==> src/rtl/inert_pkg.sv <==
// Shared register map, sample layout and bit-engine state encoding for the inertial sensor responder.
// Purely declarative: no logic, no latency, no flow control.
package inert_pkg;

   localparam logic [6:0] ADDR_INT_CFG  = 7'h0D;
   localparam logic [6:0] ADDR_WHO_AM_I = 7'h0F;
   localparam logic [6:0] ADDR_ACC_CFG  = 7'h10;
   localparam logic [6:0] ADDR_GYR_CFG  = 7'h11;
   localparam logic [6:0] ADDR_RND_CFG  = 7'h14;
   localparam logic [6:0] ADDR_ROLL_L   = 7'h24;
   localparam logic [6:0] ADDR_ROLL_H   = 7'h25;
   localparam logic [6:0] ADDR_YAW_L    = 7'h26;
   localparam logic [6:0] ADDR_YAW_H    = 7'h27;
   localparam logic [6:0] ADDR_AX_L     = 7'h28;
   localparam logic [6:0] ADDR_AX_H     = 7'h29;
   localparam logic [6:0] ADDR_AY_L     = 7'h2A;
   localparam logic [6:0] ADDR_AY_H     = 7'h2B;
   localparam logic [6:0] ADDR_AZ_L     = 7'h2C;
   localparam logic [6:0] ADDR_AZ_H     = 7'h2D;

   localparam int READ_BIT     = 15;
   localparam int SMPL_EN_BIT  = 1;

   localparam logic [7:0] INT_CFG_RST = 8'h00;
   localparam logic [7:0] ACC_CFG_RST = 8'h00;
   localparam logic [7:0] GYR_CFG_RST = 8'h00;
   localparam logic [7:0] RND_CFG_RST = 8'h00;

   typedef struct packed {
      logic [15:0] roll;
      logic [15:0] yaw;
      logic [15:0] ax;
      logic [15:0] ay;
      logic [15:0] az;
   } smpl_t;

   typedef enum logic {
      ENG_IDLE  = 1'b0,
      ENG_FRAME = 1'b1
   } eng_state_t;

endpackage

==> src/rtl/inert_spi_bit_eng.sv <==
// SPI responder bit engine: synchronizes SS_n/SCLK/MOSI, counts rises, shifts the 16-bit frame, swaps in read data.
// Edges seen ~3 clk after the pins; no backpressure, the monarch owns timing (>=4 clk per SCLK phase).
module inert_spi_bit_eng
   import inert_pkg::*;
(
   input  logic        clk,
   input  logic        rst_n,
   input  logic        SS_n,
   input  logic        SCLK,
   input  logic        MOSI,
   input  logic [7:0]  load,
   output logic        MISO,
   output logic [7:0]  cmd_hi,
   output logic [15:0] frm_word,
   output logic        frm_ok,
   output logic        at_rd_load
);

   // [0],[1] metastability, [2] edge-detect history
   logic [2:0]  r_ss_sh;
   logic [2:0]  r_sclk_sh;
   logic [2:0]  r_mosi_sh;
   eng_state_t  r_state;
   eng_state_t  w_nxt_state;
   logic        r_armed;
   logic [4:0]  r_rcnt;
   logic [15:0] r_shft;
   logic        r_mosi_smpl;
   logic [7:0]  r_cmd_hi;

   logic w_ss_rise, w_ss_fall, w_sclk_rise, w_sclk_fall, w_start, w_in_frm;

   // SS_n history resets low so a select held low through reset can never look like a fresh fall
   always_ff @(posedge clk or negedge rst_n) begin
      if (!rst_n) begin
         r_ss_sh   <= 3'b000;
         r_sclk_sh <= 3'b111;
         r_mosi_sh <= 3'b000;
      end else begin
         r_ss_sh   <= {r_ss_sh[1:0], SS_n};
         r_sclk_sh <= {r_sclk_sh[1:0], SCLK};
         r_mosi_sh <= {r_mosi_sh[1:0], MOSI};
      end
   end

   assign w_ss_rise   = ~r_ss_sh[2] &  r_ss_sh[1];
   assign w_ss_fall   =  r_ss_sh[2] & ~r_ss_sh[1];
   assign w_sclk_rise = ~r_sclk_sh[2] &  r_sclk_sh[1];
   assign w_sclk_fall =  r_sclk_sh[2] & ~r_sclk_sh[1];

   always_ff @(posedge clk or negedge rst_n) begin
      if (!rst_n) r_state <= ENG_IDLE;
      else        r_state <= w_nxt_state;
   end

   always_comb begin
      w_nxt_state = r_state;
      w_start     = 1'b0;
      case (r_state)
         ENG_IDLE: begin
            if (w_ss_fall && r_armed) begin
               w_nxt_state = ENG_FRAME;
               w_start     = 1'b1;
            end
         end
         ENG_FRAME: begin
            if (w_ss_rise) w_nxt_state = ENG_IDLE;
         end
         default: w_nxt_state = ENG_IDLE;
      endcase
   end

   assign w_in_frm   = (r_state == ENG_FRAME);
   assign frm_word   = {r_shft[14:0], r_mosi_smpl};
   assign frm_ok     = w_in_frm && w_ss_rise && (r_rcnt == 5'd16);
   assign at_rd_load = w_in_frm && w_sclk_fall && (r_rcnt == 5'd8) && frm_word[READ_BIT-8];

   always_ff @(posedge clk or negedge rst_n) begin
      if (!rst_n) begin
         r_armed     <= 1'b0;
         r_rcnt      <= 5'd0;
         r_shft      <= 16'h0000;
         r_mosi_smpl <= 1'b0;
         r_cmd_hi    <= 8'h00;
      end else begin
         if (r_ss_sh[1]) r_armed <= 1'b1;
         if (w_start) begin
            r_rcnt <= 5'd0;
            r_shft <= 16'h0000;
         end else if (w_in_frm) begin
            if (w_sclk_rise) begin
               r_mosi_smpl <= r_mosi_sh[2];
               if (r_rcnt != 5'd16) r_rcnt <= r_rcnt + 5'd1;
            end else if (w_sclk_fall && (r_rcnt != 5'd0)) begin
               if (r_rcnt == 5'd8) r_cmd_hi <= frm_word[7:0];
               if (at_rd_load) r_shft <= {load, 8'h00};
               else            r_shft <= frm_word;
            end
         end
      end
   end

   assign MISO   = r_shft[15];
   assign cmd_hi = r_cmd_hi;

endmodule

==> src/rtl/inert_spi_serf.sv <==
// Inertial sensor SPI responder: config registers, sample snapshot, read mux and data-ready interrupt.
// Writes land ~4 clk after SS_n rise; INT sets the clk after an accepted new_smpl; samples dropped while INT is high.
module inert_spi_serf
   import inert_pkg::*;
#(
   parameter logic [7:0] WHO_AM_I_VAL = 8'h6A
) (
   input  logic        clk,
   input  logic        rst_n,
   input  logic        SS_n,
   input  logic        SCLK,
   input  logic        MOSI,
   output logic        MISO,
   output logic        INT,
   input  logic        new_smpl,
   input  logic [15:0] roll_in,
   input  logic [15:0] yaw_in,
   input  logic [15:0] AX_in,
   input  logic [15:0] AY_in,
   input  logic [15:0] AZ_in,
   output logic [7:0]  int_cfg,
   output logic [7:0]  acc_cfg,
   output logic [7:0]  gyr_cfg,
   output logic [7:0]  rnd_cfg
);

   logic [7:0]  r_int_cfg, r_acc_cfg, r_gyr_cfg, r_rnd_cfg;
   smpl_t       r_snap;
   logic        r_int;

   logic [7:0]  w_load;
   logic [7:0]  w_cmd_hi;
   logic [15:0] w_frm_word;
   logic        w_frm_ok, w_at_rd_load;
   logic        w_wr, w_clr, w_int_kept, w_take;
   logic [6:0]  w_wr_addr;

   inert_spi_bit_eng u_bit_eng (
      .clk        (clk),
      .rst_n      (rst_n),
      .SS_n       (SS_n),
      .SCLK       (SCLK),
      .MOSI       (MOSI),
      .load       (w_load),
      .MISO       (MISO),
      .cmd_hi     (w_cmd_hi),
      .frm_word   (w_frm_word),
      .frm_ok     (w_frm_ok),
      .at_rd_load (w_at_rd_load)
   );

   // At the load strobe the low byte of frm_word is the command byte, so [6:0] is the address
   always_comb begin
      w_load = 8'h00;
      if (w_at_rd_load) begin
         case (w_frm_word[6:0])
            ADDR_WHO_AM_I: w_load = WHO_AM_I_VAL;
            ADDR_INT_CFG:  w_load = r_int_cfg;
            ADDR_ACC_CFG:  w_load = r_acc_cfg;
            ADDR_GYR_CFG:  w_load = r_gyr_cfg;
            ADDR_RND_CFG:  w_load = r_rnd_cfg;
            ADDR_ROLL_L:   w_load = r_snap.roll[7:0];
            ADDR_ROLL_H:   w_load = r_snap.roll[15:8];
            ADDR_YAW_L:    w_load = r_snap.yaw[7:0];
            ADDR_YAW_H:    w_load = r_snap.yaw[15:8];
            ADDR_AX_L:     w_load = r_snap.ax[7:0];
            ADDR_AX_H:     w_load = r_snap.ax[15:8];
            ADDR_AY_L:     w_load = r_snap.ay[7:0];
            ADDR_AY_H:     w_load = r_snap.ay[15:8];
            ADDR_AZ_L:     w_load = r_snap.az[7:0];
            ADDR_AZ_H:     w_load = r_snap.az[15:8];
            default:       w_load = 8'h00;
         endcase
      end
   end

   assign w_wr      = w_frm_ok && !w_frm_word[READ_BIT];
   assign w_wr_addr = w_frm_word[14:8];

   always_ff @(posedge clk or negedge rst_n) begin
      if (!rst_n) begin
         r_int_cfg <= INT_CFG_RST;
         r_acc_cfg <= ACC_CFG_RST;
         r_gyr_cfg <= GYR_CFG_RST;
         r_rnd_cfg <= RND_CFG_RST;
      end else if (w_wr) begin
         case (w_wr_addr)
            ADDR_INT_CFG: r_int_cfg <= w_frm_word[7:0];
            ADDR_ACC_CFG: r_acc_cfg <= w_frm_word[7:0];
            ADDR_GYR_CFG: r_gyr_cfg <= w_frm_word[7:0];
            ADDR_RND_CFG: r_rnd_cfg <= w_frm_word[7:0];
            default: ;
         endcase
      end
   end

   // Clear first, then set: a sample arriving on the AZH commit cycle is taken and re-raises INT
   assign w_clr      = w_frm_ok && w_cmd_hi[7] && (w_cmd_hi[6:0] == ADDR_AZ_H);
   assign w_int_kept = r_int && !w_clr;
   assign w_take     = new_smpl && r_int_cfg[SMPL_EN_BIT] && !w_int_kept;

   always_ff @(posedge clk or negedge rst_n) begin
      if (!rst_n) begin
         r_int  <= 1'b0;
         r_snap <= '0;
      end else begin
         r_int <= w_take || w_int_kept;
         if (w_take) r_snap <= '{roll: roll_in, yaw: yaw_in, ax: AX_in, ay: AY_in, az: AZ_in};
      end
   end

   assign INT     = r_int;
   assign int_cfg = r_int_cfg;
   assign acc_cfg = r_acc_cfg;
   assign gyr_cfg = r_gyr_cfg;
   assign rnd_cfg = r_rnd_cfg;

endmodule

==> config.mk <==
export PLATFORM = sky130hd
export DESIGN_NAME = inert_spi_serf
export DESIGN_NICKNAME = d
export VERILOG_FILES = /design/src/rtl/inert_pkg.sv /design/src/rtl/inert_spi_bit_eng.sv /design/src/rtl/inert_spi_serf.sv
export SDC_FILE = /design/constraint.sdc
export NUM_CORES = 1
export LEC_CHECK = 0
export ABC_AREA = 1
export CAP_MARGIN = 20
export CORE_MARGIN = 4
export CORE_UTILIZATION = 33
export CTS_BUF_LIST = sky130_fd_sc_hd__clkbuf_2
export CTS_CLUSTER_DIAMETER = 80
export DETAILED_ROUTE_END_ITERATION = 10
export GPL_TIMING_DRIVEN = 0
export PLACE_DENSITY = 0.55
export SLEW_MARGIN = 20
export SYNTH_ARGS = -nofsm -noshare
export SYNTH_HDL_FRONTEND = slang
export SYNTH_SLANG_ARGS = --single-unit
==> constraint.sdc <==
create_clock -name clk -period 2.1 [get_ports clk]
set_input_delay 0.42 -clock clk [delete_from_list [all_inputs] [get_ports clk]]
set_output_delay 0.42 -clock clk [all_outputs]
set_load 0.02 [all_outputs]
* Word level (Yosys, flattened, before mapping)
Index checks and enable logic that the tools add are counted.
** Storage, ports and cells
- Input bits :: 86
- Output and inout port bits :: 34
- Logic and storage cells :: 99
- Flip-flop bits (word level) :: 154
** Operators by class
- Add/sub/neg operators :: 1
- Bitwise gates (word level) :: 11
- Equal/unequal tests :: 24
- Multiplexer cells :: 14
- Reduce and logical (&&, ||, !) cells :: 30
** Operators by type and width (number)
- case mux 8 bit (15 select lines) :: 1
- two-way mux 16 bit :: 5
- equality test 7 x 6 -> 1 bit, second input constant :: 11
- equality test 7 x 5 -> 1 bit, second input constant :: 6
- equality test 7 x 4 -> 1 bit, second input constant :: 3
- two-way mux 5 bit :: 4
- logical AND 1 bit :: 13
- AND reduction 3 bit :: 3
- AND reduction 2 bit :: 4
- nonzero test 2 bit :: 4
- NOT 1 bit :: 7
- adder 5 x 1 -> 5 bit, second input constant :: 1
- equality test 5 x 4 -> 1 bit, second input constant :: 1
- equality test 5 bit, second input constant :: 1
- != test 5 bit, second input constant :: 1
- AND reduction 5 bit :: 1
- nonzero test 5 bit :: 1
- bitwise AND 1 bit :: 4
- logical NOT 1 bit :: 3
- two-way mux 1 bit :: 3
- != test 2 bit, second input constant :: 1
- case mux 1 bit (2 select lines) :: 1
- logical OR 1 bit :: 1

* Longest topological paths before layout
- Depth after elaboration :: 11
- Mapped depth :: 14
- Depth with buffers taken out :: 13

* Modules after synthesis
From an unflattened synthesis, not the netlist that was laid out.
** Unflattened totals
- Cells, all modules :: 956
- Area, all modules :: 7458.4 µm²
** Modules (own cells, without submodules)
- inert_spi_serf :: cells each 757, area each 5636.7 µm², sequential area each 2827.7 µm², instances 1
- inert_spi_bit_eng :: cells each 199, area each 1821.7 µm², sequential area each 1029.7 µm², instances 1

* Worst setup path after synthesis
OpenSTA, ideal clock, no wires.
- Path type :: register to register
- From :: register u_bit_eng.r_rcnt[0]
- To :: register r_snap[0] in the netlist's numbering
- Arrival time :: 1.631 ns
- Required time :: 1.983 ns
- Cell stages (with the launch flop) :: 11
- Path slack :: 0.352 ns
- Setup time :: 0.117 ns
- Clock period less this slack :: 1.748 ns
- Path buffers :: 2
- Cells stage by stage :: dfrtp_1 > inv_1 > ha_1 > nand4_1 > nand3b_4 > o31ai_1 > buf_4 > nand2_4 > buf_6 > nand2_1 > nand2_1
** Between the ends
- Longest elaborated chain between the ends :: 8
** Ends and longest elaborated chain
- start: declaration :: RTL line inert_spi_bit_eng.sv:26 : logic [4:0] r_rcnt;
- start signal: assignment :: RTL line inert_spi_bit_eng.sv:93 : if (r_rcnt != 5'd16) r_rcnt <= r_rcnt + 5'd1;
- equality test 5 bit :: RTL line inert_spi_bit_eng.sv:75 : assign frm_ok = w_in_frm && w_ss_rise && (r_rcnt == 5'd16);
- logical AND 1 bit :: RTL line inert_spi_bit_eng.sv:75
- logical AND 1 bit (2 in a row) :: RTL line inert_spi_serf.sv:98 : assign w_clr = w_frm_ok && w_cmd_hi[7] && (w_cmd_hi[6:0] == ADDR_AZ_H);
- logical NOT 1 bit :: RTL line inert_spi_serf.sv:99 : assign w_int_kept = r_int && !w_clr;
- logical AND 1 bit :: RTL line inert_spi_serf.sv:99
- logical NOT 1 bit :: RTL line inert_spi_serf.sv:100 : assign w_take = new_smpl && r_int_cfg[SMPL_EN_BIT] && !w_int_kept;
- logical AND 1 bit :: RTL line inert_spi_serf.sv:100
- end signal: assignment :: RTL line inert_spi_serf.sv:108 : if (w_take) r_snap <= '{roll: roll_in, yaw: yaw_in, ax: AX_in, ay: AY_in, az: AZ_in};
- end: declaration :: RTL line inert_spi_serf.sv:28 : smpl_t r_snap;
Every way passes these cells.
A chain may end at the register's enable or synchronous reset.

* Worst setup path after layout
- From :: register u_bit_eng.r_rcnt[1]
- To :: register r_snap[40] in the netlist's numbering
The elaborated chain is that of the path after synthesis.

==> results.ini <==
[floorplanning]
pin_count = 120
dieWidth_um = 157
start_util = 0.336
fp.coreArea_sq_mm = 0.0218
dieArea_sq_mm = 0.0247
floorplan.rows = 54
die_y_um = 157

[global_routing]
grt_max_degree = 79
antenna_found_initial = 1
grt_pass1_wl_mm = 36.1
overflow = 0
grt_usage = 0.191
grt_pass1_vias = 6566

[logic_synthesis]
syn_area_sq_mm = 0.00734
yosysSeqAreaShare = 0.525
syn-num-nets = 1011
yosysMostFrequentCell = nand2_1
synth_top_cells_by_count = nand2_1, nand3_1, dfrtp_1, nor2_1, o21ai_0
syn_inst = 923
synth.area.top_cells = dfrtp_1, nand2_1, nand3_1
synth_edf_count = 0
synthFlopType = dfrtp_1
yosys.area.top_type_share = 0.515
synthArstFlopShare = 1.00
ys_types = 31
ys_ff_latch = 154
syn_area_per_cell_sq_um = 7.95
synth_top_area_cell = dfrtp_1
yosysWarnings = 0

[setup_path]
crit_path_end_kind = flip-flop
start_kind = flip-flop
cp_max_fo = 7
arrival_ns = 2.74
worstSetupPathType = reg2reg
required_ns = 2.74

[power_and_ir_drop]
p_per_area_mw_per_mm2 = 678
p_leak_nw = 4.97
p_total_mw = 6.63
max-vdd-ir-drop_mv = 0.340

[route]
totalWireLength_mm = 23.7
drc = 0
vias = 6849
initialDrtViolationCount = 577
wl_per_cell_um = 17.2
via_per_inst = 4.98
detail_route.first_pass.iterations = 6
ant_nets = 0

[flow_run]
maxCapViolCount = 0

[sta]
setup-tns-final_ns = 0
rsz0062_at_grt = true
finalSetupViolations = 0
setup_ws_ns = 0.00493
fin_crit_ns = 2.10
final_hold_viol_count = 0
fmax_mhz = 477
relSlewSlack = 0.586
clock_skew_ns = 0.0497
drv_slew = 0
fin_crit_sh = 0.998
tightest_slew_ns = 0.621

[placement]
dp_slack_ns = -0.278
io_buffers = 119
gp_congestion = 0.931
placedCellCount = 1323
hpwl_mm = 17.2

[cts]
cts_made_buffers = 17
cts_max_level = 4
clock_sink_count = 154
clkLatencyLatePin_ns = 0.77
clock-root-buffer = clkbuf_2
clock_path_buffers = 2
cts.clk_slew.worst_paths_ns = 0.21
cts_tree = yes

[final_layout]
fillCellCount = 2205
fin_nets = 1168
area_delta_synth_final_pct = 33.2
ff_latch_area_sq_mm = 0.00386
multi_input_area_sq_mm = 0.00340
finalNonFillerCells = 1374
drive_above_1_share = 0.175

[worst_hold_path]
hold_path.class = in2reg

[outcome]
outcome = finished, final reports clean

==> worst max-delay path, stage by stage (launching register included) <==
cell and delay, ns:
dfrtp_1 0.44, inv_2 0.09, ha_4 0.14, nand4_1 0.15, nand3b_4 0.23, o31ai_4 0.24
buf_6 0.16, buf_12 0.17, nand2_8 0.10, clkbuf_16 0.20, nand2_4 0.05, nand2_1 0.04
==> report_power, final <==
part | internal, mW | leakage, nW | switching, mW | total, mW
clock | 0.536 | 0.140 | 1.10 | 1.63
combinational | 0.552 | 2.73 | 1.15 | 1.70
sequential | 3.11 | 2.10 | 0.176 | 3.29
==> kinds of logic after synthesis <==
logic type               synth area share
AO/OA/AOI/OAI                      0.0462
adder cells (fa/ha/maj)           0.00341
buffers and inverters              0.0605
flip-flops                          0.525
AND/OR/NAND/NOR                     0.364
==> cell type report <==
| type | count | area share |
|---|---|---|
| buffer | 44 | 0.0378 |
| clock inverter | 14 | 0.0133 |
| tap | 280 | 0.0358 |
| sequential | 154 | 0.395 |
| timing repair buffer | 136 | 0.145 |
| antenna | 1 | 0.000256 |
| inverter | 40 | 0.0164 |
| clock buffer | 18 | 0.00921 |
| multi-input combinational | 687 | 0.347 |
==> metal layers <==
metal	vias up	track usage	share of wire
met4	0	0.0488	0.017
met2	223	0.304	0.47
met1	3241	0.270	0.46
li1	3357	-	-
met3	28	0.0368	0.056
met5	-	0	0
==> final timing paths <==
path | start | slack [ns] | cells after the start | endpoint
setup / recovery | u_bit_eng.r_rcnt[1] | 0.005 | 11 | r_snap[40]
hold / removal | SS_n | 0.09 | 1 | u_bit_eng.r_ss_sh[0]
setup reg to reg | u_bit_eng.r_rcnt[1] | 0.005 | 11 | r_snap[40]
hold reg to reg | u_bit_eng.r_sclk_sh[0] | 0.37 | 0 | u_bit_eng.r_sclk_sh[1]
max in group asynchronous | rst_n | 1.08 | 3 | u_bit_eng.r_sclk_sh[2]
min in group asynchronous | rst_n | 0.18 | 2 | gyr_cfg[1]
==> cell usage in the layout, fill, tap and decap left out, types with 3 or more instances in the layout <==
| cell type | count |
|---|---|
| buf_4 | 16 |
| clkbuf_16 | 6 |
| clkinv_1 | 3 |
| dfstp_2 | 3 |
| clkbuf_1 | 10 |
| buf_8 | 8 |
| nand2_8 | 3 |
| nor3_1 | 5 |
| inv_1 | 27 |
| clkinv_2 | 5 |
| nand2_2 | 58 |
| o21ai_0 | 44 |
| nand2_4 | 11 |
| nor2_2 | 5 |
| buf_6 | 9 |
| dlygate4sd2_1 | 34 |
| nor2_4 | 9 |
| nand3_1 | 197 |
| clkbuf_2 | 19 |
| inv_2 | 9 |
| nand4_1 | 8 |
| clkdlybuf4s50_1 | 84 |
| nor2_1 | 50 |
| a21oi_1 | 10 |
| dfrtp_1 | 147 |
| buf_2 | 5 |
| nand2_1 | 264 |
| dfrtp_2 | 4 |
| inv_4 | 4 |
| o21ai_1 | 9 |
==> registers in the layout, summed over array words and instances, names as in the netlist <==
| register | cells |
|---|---|
| u_bit_eng.r_state | 1 |
| u_bit_eng.r_sclk_sh | 3 |
| u_bit_eng.cmd_hi | 8 |
| int_cfg | 8 |
| rnd_cfg | 8 |
| u_bit_eng.r_mosi_smpl | 1 |
| INT | 1 |
| r_snap | 80 |
| u_bit_eng.r_armed | 1 |
| u_bit_eng.r_rcnt | 5 |
| u_bit_eng.r_ss_sh | 3 |
| u_bit_eng.r_shft | 16 |
| acc_cfg | 8 |
| u_bit_eng.r_mosi_sh | 3 |
| gyr_cfg | 8 |
==> repair_timing <==
item,4_1_cts,5_1_grt
hold buffers,2,0
gates cloned,0,9
endpoints found under the hold margin,78,0
buffers inserted,0,7
pin swaps,0,6
gates resized for setup,45,135
endpoints found under the setup margin,123,128
==> metrics by stage <==
stage                     hold slack, ns  instance area (sq um)   util
after floorplan                    0.124                   7340      -
after global placement             0.334                   8880  0.407
after detailed placement           0.337                   8910  0.408
after CTS                         0.0382                   9150  0.419
after global routing             0.00304                   9780  0.448
final                             0.0942                   9780  0.448
No activity file was read; power rests on OpenSTA's default activity.
